[config.mk]
export PLATFORM = sky130hd
export DESIGN_NAME = bit_serial_cmp_ctrl
export DESIGN_NICKNAME = d
export VERILOG_FILES = /design/src/rtl/bit_serial_cmp_ctrl.sv
export SDC_FILE = /design/constraint.sdc
export NUM_CORES = 1
export LEC_CHECK = 0
export CAP_MARGIN = 15
export CORE_MARGIN = 1
export CORE_UTILIZATION = 43
export DETAILED_ROUTE_END_ITERATION = 6
export PLACE_DENSITY = 0.7
export SETUP_SLACK_MARGIN = 0.3
export SLEW_MARGIN = 20
export SYNTH_ARGS = -nofsm -noshare
export SYNTH_HDL_FRONTEND = slang
export SYNTH_SLANG_ARGS = --single-unit
[constraint.sdc]
create_clock -name clk -period 3.6 [get_ports clk]
set_input_delay 0.72 -clock clk [delete_from_list [all_inputs] [get_ports clk]]
set_output_delay 0.72 -clock clk [all_outputs]
set_load 0.05 [all_outputs]
[src/rtl/bit_serial_cmp_ctrl.sv]
// Bit-serial magnitude comparator controller: one comparator slice reused MSB-first over WIDTH cycles.
// Optional build macro CMP_EARLY_EXIT_EN ends the compare at the first differing bit.
module bit_serial_cmp_ctrl #(
   parameter int WIDTH = 8
) (
   input  logic             clk,
   input  logic             rst,
   input  logic             start,
   input  logic [WIDTH-1:0] a,
   input  logic [WIDTH-1:0] b,
   output logic             busy,
   output logic             done,
   output logic             eq,
   output logic             gt,
   output logic             lt
);

   localparam int CNT_W = (WIDTH > 1) ? $clog2(WIDTH) : 1;

   typedef enum logic [1:0] {
      IDLE    = 2'd0,
      COMPARE = 2'd1,
      DONE    = 2'd2
   } state_t;

   state_t           state;
   logic [WIDTH-1:0] sa;
   logic [WIDTH-1:0] sb;
   logic [CNT_W-1:0] cnt;
   logic             e_r;
   logic             g_r;
   logic             e1;
   logic             g1;
   logic             last_bit;

   function automatic logic slice_eq(input logic e0, input logic ai, input logic bi);
      return e0 & ~(ai ^ bi);
   endfunction

   function automatic logic slice_gt(input logic e0, input logic g0, input logic ai, input logic bi);
      return g0 | (e0 & ai & ~bi);
   endfunction

   always_comb begin
      e1 = slice_eq(e_r, sa[cnt], sb[cnt]);
      g1 = slice_gt(e_r, g_r, sa[cnt], sb[cnt]);
`ifdef CMP_EARLY_EXIT_EN
      // Once the chain is unequal, later bits cannot alter the result.
      last_bit = (cnt == '0) || !e1;
`else
      last_bit = (cnt == '0);
`endif
   end

   // Operand copies are pure data and need no reset.
   always_ff @(posedge clk) begin
      if (state == IDLE && start) begin
         sa <= a;
         sb <= b;
      end
   end

   always_ff @(posedge clk) begin
      if (rst) begin
         state <= IDLE;
         busy  <= 1'b0;
         done  <= 1'b0;
         eq    <= 1'b0;
         gt    <= 1'b0;
         lt    <= 1'b0;
         e_r   <= 1'b1;
         g_r   <= 1'b0;
         cnt   <= '0;
      end else begin
         done <= 1'b0;
         case (state)
            IDLE: begin
               if (start) begin
                  cnt   <= CNT_W'(WIDTH - 1);
                  e_r   <= 1'b1;
                  g_r   <= 1'b0;
                  busy  <= 1'b1;
                  state <= COMPARE;
               end
            end
            COMPARE: begin
               e_r <= e1;
               g_r <= g1;
               if (last_bit) begin
                  busy  <= 1'b0;
                  state <= DONE;
               end else begin
                  cnt <= cnt - 1'b1;
               end
            end
            DONE: begin
               // e_r/g_r hold the slice outputs of the last processed bit.
               eq    <= e_r;
               gt    <= g_r;
               lt    <= ~e_r & ~g_r;
               done  <= 1'b1;
               state <= IDLE;
            end
            default: begin
               busy  <= 1'b0;
               state <= IDLE;
            end
         endcase
      end
   end

endmodule

Word-level counts from Yosys, hierarchy flattened
Cells that the tools add are included.

operators by class
  equal/unequal tests = 5
  muxes and demuxes = 17
  bitwise logic cells = 11
  add/sub/neg operators = 1
  $lt $le $gt $ge = 1
  reduce and logical (&&, ||, !) cells = 8

operators by type and width
  operator             count
  $bmux 1 s3           2
  $mux 1               6
  $mux 3               2
  $ne 2x2->1 const B   3
  $pmux 3 s2           1
  $reduce_and 3->1     2
  $not 1->1            5
  $and 1x1->1          4
  $lt 3x4->1 const B   1
  $mux 2               2
  $pmux 1 s2           2
  $pmux 2 s2           1
  $reduce_and 2->1     2
  $logic_not 3->1      1
  $pmux 1 s3           1
  $sub 3x1->3 const B  1
  $eq 2x1->1 const B   1
  $eq 2x2->1 const B   1
  $logic_not 2->1      1
  $reduce_bool 2->1    1
  $logic_and 1x1->1    1
  $or 1x1->1           1
  $xor 1x1->1          1

storage, ports and cells
  output and inout port bits = 5
  word-level logic and storage cells = 54
  input port bits = 19
  register bits = 28

Longest topological paths before layout
Gate-level depths: netlist of run 1.

  depth in word-level cells = 6
  depth in mapped cells = 7
  gate-level depth less buffers = 6

Worst setup path after synthesis of run 1
OpenSTA, ideal clock, no wires.

  kind = register to register
  from = register cnt[0]
  to = register g_r
  required time = 3.529 ns
  library setup time = 0.071 ns
  cell stages (with the launch flop) = 6
  clock period less this slack = 1.716 ns
  setup slack = 1.884 ns
  arrival = 1.646 ns
  path buffers = 1
  cells stage by stage = dfxtp_1 -> buf_6 -> mux4_2 -> mux2i_4 -> or4b_1 -> a21oi_1

on the way
  cells in the longest elaborated chain, start to end = 6
  elaborated cells between the ends (all ways) = 9
  classes of those cells = mux: 5; bitwise: 4

ends and longest elaborated chain
  item                                             RTL line  source
  from (decl)                                      29        logic [CNT_W-1:0] cnt;
  from (signal assigned)                           79        cnt <= CNT_W'(WIDTH - 1);
  from (signal assigned)                           93        cnt <= cnt - 1'b1;
  $bmux 1 s3                                       46        g1 = slice_gt(e_r, g_r, sa[cnt], sb[cnt]);
  $mux 1 (not written as such)                     46
  $and 1x1->1 / $not 1->1 (equally long branches)  41        return g0 | (e0 & ai & ~bi);
  $and 1x1->1 *                                    41
  $or 1x1->1 *                                     41
  $pmux 1 s2 *                                     76        case (state)
  to (signal assigned)                             88        g_r <= g1;
  to (decl)                                        31        logic g_r;

Mark *: on every way between the ends. The rest lies on a longest branch, timed or not. The select of a mux whose other input is x is not followed.
A chain may end at the register's enable or synchronous reset.

Final worst setup path of run 1
  from = register busy
  to = output port busy

RTL lines
  item                    RTL line  source
  from (decl)             11        output logic busy,
  from (signal assigned)  66        busy <= 1'b0;
  from (signal assigned)  82        busy <= 1'b1;
  from (signal assigned)  90        busy <= 1'b0;

No word-level cell between the ends.

==> metrics, run 1 <==
Post-Syn Area per Cell 14.30 um2; shortest clock period the worst path allows after layout 2.211 ns; buffer count from post-CTS setup fixing 0; floorplan die width 52.60 um; total power of the final layout 723.1 uW; Vert. Die Dim 52.60 um; count of TritonRoute iterations in the first routing pass 3; worst max-slew margin expressed relative to the limit 56.95%; clk sink count 28; kind of end point of the critical path output port; residual antenna-violating net count after detailed routing 0; Max Root-Sink Buffers 2; number of flip-flops and latches in the synthesized netlist 28; clock root buffer clkbuf_4; top achievable clock speed 452.3 MHz; endpoints failing hold 0; estimated wirelength of the detail-placed design 1163 um; weighted congestion at the end of routability-driven global placement 0.7144; Slew @ Worst Pin 0.6451 ns; final worst path period share 61.42%; total wire length after detailed routing 1673 um; number of standard cells in the final layout excluding fillers 130; Die Outline Area 2767 um2; max_cap viols 0; endpoint required time on the critical path 2.88 ns; CORE AREA 2318 um2; detailed-route wire length per cell 12.87 um; via count of the routed design 668; number of top-level pins 24; Setup TNS 0 ns; Unique masters post-synth 25; P_leak 0.0005215 uW; Critical Path Slowest Stage Cell clkdlybuf4s50_1; Antenna Diode Count 0; area delta synth->final 27.50%; outcome complete, no violations; Port Buffer Count 23; hold-fix buffer count after cts 0; Storage cell area 720.7 um2; ordered list of cells on the worst path clkdlybuf4s50_1; unrepaired setup endpoints after global routing false; Critical Path Fanout Max 2; post_cts resized 0; number of cells after detailed placement 126; commonest non-fill, non-tap cell in the layout clkdlybuf4s50_1; share of cells above drive strength 1 8.824%; total clock buffers created by CTS 3; clock input transition at the sequential cells of the worst setup and hold paths 0.15 ns; number of slew-limit violations in the final report 0; global router's overall resource usage 15.18%; clock insertion delay at the later pin of the skew report 0.33 ns; largest delay contributor family on the critical path buffers and inverters; number of antenna violations at the first check in global routing 0; number of warnings reported in the yosys synthesis log 0; critical path arrival 1.49 ns; vias in the first global route 650; final-stage net count 124; hold crit path type register to register; number of DRC violations after detailed-routing iteration 0 12; Cells after Synth 77; Worst Setup Path Type register to output port; total area of multi-input combinational cells 350.3 um2; startpoint class of the critical path register; Crit path largest cell delay 0.80 ns; total standard cell area after synthesis 1101 um2; maximum number of pins on one net before global-route repair 19; largest vdd supply drop 0.3152 mV; final clock skew 0.007804 ns; Layout fillers 191; Site Rows 17; Net Count, Synth 98; count of final setup violators 0; sequential-to-total area share from yosys stat 65.45%; drc violations 0; commonest non-fill, non-tap cells in the layout clkdlybuf4s50_1 (23), edfxtp_1 (16), nor2_1 (12), dfxtp_1 (12), a21oi_1 (6); first-pass GRT wire length 2891 um; buffering stage count on the worst path with inverters included 1; routed vias/inst 5.138; initial core utilization 47.49%; areal power density over the cells 515.1 nW/um2; clock tree from TritonCTS done; number of H-tree levels 1; total congestion overflow after global routing 0
-- cells in the mapped netlist, drive strengths merged --
| cell type | count | area, um2 |
|---|---|---|
| a21oi | 6 | 30.03 |
| ha | 2 | 25.02 |
| a221oi | 1 | 8.760 |
| mux2 | 1 | 11.26 |
| dfxtp | 12 | 240.2 |
| nor2b | 1 | 6.260 |
| edfxtp | 16 | 480.5 |
| xor2 | 1 | 8.760 |
| nand2 | 2 | 7.510 |
| clkbuf | 1 | 3.750 |
| mux4 | 4 | 97.59 |
| nor3 | 3 | 15.01 |
| or4b | 1 | 10.01 |
| buf | 1 | 11.26 |
| xnor2 | 1 | 8.760 |
| nor3b | 1 | 7.510 |
| o21ai | 1 | 5.000 |
| inv | 4 | 15.01 |
| a211o | 1 | 8.760 |
| nand2b | 2 | 12.51 |
| nor2 | 12 | 45.04 |
| mux2i | 3 | 42.54 |
-- final timing paths --
check,start,end,slack [ns],depth (start not counted)
setup / recovery,busy$_SDFFE_PP0P_,busy,1.39,1
setup reg to reg,cnt[0]$_SDFFE_PP0P_,g_r$_SDFFE_PP0P_,1.67,4
hold reg to reg,g_r$_SDFFE_PP0P_,g_r$_SDFFE_PP0P_,0.50,2
hold / removal,g_r$_SDFFE_PP0P_,g_r$_SDFFE_PP0P_,0.50,2
-- power breakdown --
part | switching, uW | internal [uW] | total (uW)
clock network | 94.8 | 113 | 207
logic | 61.8 | 66.9 | 129
registers | 17.5 | 370 | 387
total | 174 | 549 | 723
-- cells by family after synthesis --
| group | Yosys count | synth area share, % |
|---|---|---|
| simple gates | 22 | 9.432 |
| mux | 8 | 13.75 |
| fa+ha+maj | 2 | 2.272 |
| xor+xnor | 2 | 1.591 |
| buf+inv | 6 | 2.726 |
| flops | 28 | 65.45 |
| compound gates | 9 | 4.773 |
-- stage by stage --
stage | utilization [%] | hold WS, ns | area (um2) | setup WS [ns]
6_report | 60.55 | 0.5025 | 1404 | 1.389
5_1_grt | 60.55 | 0.5416 | 1404 | 1.316
4_1_cts | 60.55 | 0.4995 | 1404 | 1.375
3_5_place_dp | 58.28 | 0.4761 | 1351 | 1.406
3_3_place_gp | 58.28 | 0.4706 | 1351 | 1.454
2_1_floorplan | - | 0.4449 | 1101 | 1.884
-- sequential cells by signal, indices dropped and copies added (netlist names) --
name,flops
busy,1
g_r,1
sa,8
gt,1
done,1
sb,8
e_r,1
eq,1
state,2
lt,1
cnt,3
-- metal layers --
layer	part of all wire (%)	GRT usage (%)
met5	0	0
met2	48	23.21
met3	3.8	3.478
met4	2.1	9.211
met1	46	19.36
-- final cells by class --
cell class,count,area share (%)
inverter,4,1.070
timing repair buffer,23,16.40
tap,28,2.496
multi-input combinational,43,24.96
sequential,28,51.34
clock inverter,1,2.139
clock buffer,3,1.604
Note: power is estimated with default switching activity, not from simulation.
==> run 2: changes to the inputs <==
==> constraint.sdc (replaced) <==
create_clock -name clk -period 2.25 [get_ports clk]
set_input_delay 0.45 -clock clk [delete_from_list [all_inputs] [get_ports clk]]
set_output_delay 0.45 -clock clk [all_outputs]
set_load 0.05 [all_outputs]
==> metrics, run 2 (same netlist as run 1, synthesis figures left out) <==
outcome complete, no violations; Antenna Diode Count 0; Port Buffer Count 23; number of slew-limit violations in the final report 0; vias in the first global route 656; kind of end point of the critical path output port; drc violations 0; total wire length after detailed routing 1662 um; Setup TNS 0 ns; commonest non-fill, non-tap cell in the layout clkdlybuf4s50_1; Layout fillers 188; global router's overall resource usage 14.84%; Slew @ Worst Pin 0.5158 ns; P_leak 0.0005830 uW; residual antenna-violating net count after detailed routing 0; hold crit path type register to register; number of DRC violations after detailed-routing iteration 0 15; number of cells after detailed placement 127; clock input transition at the sequential cells of the worst setup and hold paths 0.14 ns; reg-to-reg slack, setup 0.48 ns; final worst path period share 83.86%; final-stage net count 125; critical path arrival 1.44 ns; ordered list of cells on the worst path clkdlybuf4s50_1; routed vias/inst 5.107; buffering stage count on the worst path with inverters included 1; commonest non-fill, non-tap cells in the layout clkdlybuf4s50_1 (19), edfxtp_1 (16), nor2_1 (12); detailed-route wire length per cell 12.69 um; shortest clock period the worst path allows after layout 1.887 ns; largest vdd supply drop 0.6372 mV; Die Outline Area 2767 um2; clk sink count 28; Critical Path Slowest Stage Cell clkdlybuf4s50_1; hold-fix buffer count after cts 0; maximum number of pins on one net before global-route repair 18; estimated wirelength of the detail-placed design 1189 um; worst max-slew margin expressed relative to the limit 65.56%; Worst Setup Path Type register to output port; unrepaired setup endpoints after global routing false; Site Rows 17; Crit path largest cell delay 0.78 ns; clock tree from TritonCTS done; finished layout cell area 1396 um2; clock insertion delay at the later pin of the skew report 0.32 ns; total clock buffers created by CTS 3; worst flop-to-flop path startpoint cnt[0]$_SDFFE_PP0P_; count of TritonRoute iterations in the first routing pass 4; Vert. Die Dim 52.60 um; CORE AREA 2318 um2; final clock skew 0.003934 ns; hold path endpoint g_r$_SDFFE_PP0P_; max_cap viols 0; weighted congestion at the end of routability-driven global placement 0.7653; count of final setup violators 0; floorplan die width 52.60 um; startpoint class of the critical path register; number of antenna violations at the first check in global routing 0; via count of the routed design 669; largest delay contributor family on the critical path buffers and inverters; Critical Path Fanout Max 1; Worst Min Path Start g_r$_SDFFE_PP0P_; first-pass GRT wire length 2773 um; top achievable clock speed 530.0 MHz; largest registers ranked by flip-flop count sa (8), sb (8), cnt (3); initial core utilization 47.49%; area after detailed placement 1359 um2; endpoint required time on the critical path 1.80 ns; number of standard cells in the final layout excluding fillers 131; endpoints failing hold 0; number of top-level pins 24; number of cells on the worst hold path 2; worst hold margin 0.4898 ns; total area of multi-input combinational cells 350.3 um2; total congestion overflow after global routing 0; Storage cell area 721.9 um2; clock root buffer clkbuf_4; Max Root-Sink Buffers 2; share of cells above drive strength 1 9.709%; area delta synth->final 26.82%; areal power density over the cells 739.7 nW/um2; number of H-tree levels 1; reg2reg path depth 4; worst r2r dst g_r$_SDFFE_PP0P_
run 2: changes by cell type in the layout (fill, tap and decap cells not counted), sizes merged:
cell / before / now
clkdlybuf4s50: 23 / 19
dlymetal6s2s: 0 / 4
clkbuf: 3 / 4
buf: 0 / 1
bufinv: 1 / 0
run 2: power by group:
part	switching (uW)	internal (uW)	leakage, uW
combinational	97.3	109	0.000317
sequential	27.3	592	0.000251
clock	138	69.4	0.0000150
run 2: layer usage:
layer | part of all wire, % | GRT usage (%)
met3 | 4.3 | 3.478
met5 | 0 | 0
met4 | 2.5 | 9.211
met1 | 44 | 17.05
met2 | 49 | 24.68
run 2: worst register-to-register path: cells and delay by family, from the launching register on:
kind,cells,cell delay [ns]
compound gates,1,0.14
flops,1,0.42
mux,2,0.71
simple gates,1,0.44
run 2: layout make-up:
cell class,instances,area share [%]
Clock buffer,4,1.882
Sequential cell,28,51.70
Multi-Input combinational cell,43,25.09
Tap cell,28,2.509
Inverter,4,1.075
Timing Repair Buffer,24,17.74
run 2: per-stage QoR:
step	worst slack (ns)	power, uW	utilization, %
2_1_floorplan	0.5335	772.6	-
3_3_place_gp	0.4446	831.5	58.61
3_5_place_dp	0.3881	838.6	58.61
4_1_cts	0.3027	1042	59.74
5_1_grt	0.3242	1082	60.23
6_report	0.3633	1033	60.23
run 2: worst max-delay path by stage:
stage	to	slack, ns	from	cells past startpoint
after detailed placement	g_r$_SDFFE_PP0P_	0.39	cnt[0]$_SDFFE_PP0P_	4
after global routing	done	0.32	done$_SDFF_PP0_	1
after global placement	g_r$_SDFFE_PP0P_	0.44	cnt[0]$_SDFFE_PP0P_	4
after floorplan	g_r$_SDFFE_PP0P_	0.53	cnt[0]$_SDFFE_PP0P_	5
after CTS	eq	0.30	eq$_SDFFE_PP0N_	1
final	done	0.36	done$_SDFF_PP0_	1
run 2: repair_timing:
| item | 4_1_cts | 5_1_grt |
|---|---|---|
| resized for setup | 0 | 5 |
| setup buffers | 0 | 0 |
| endpoints found under the setup margin | 0 | 5 |
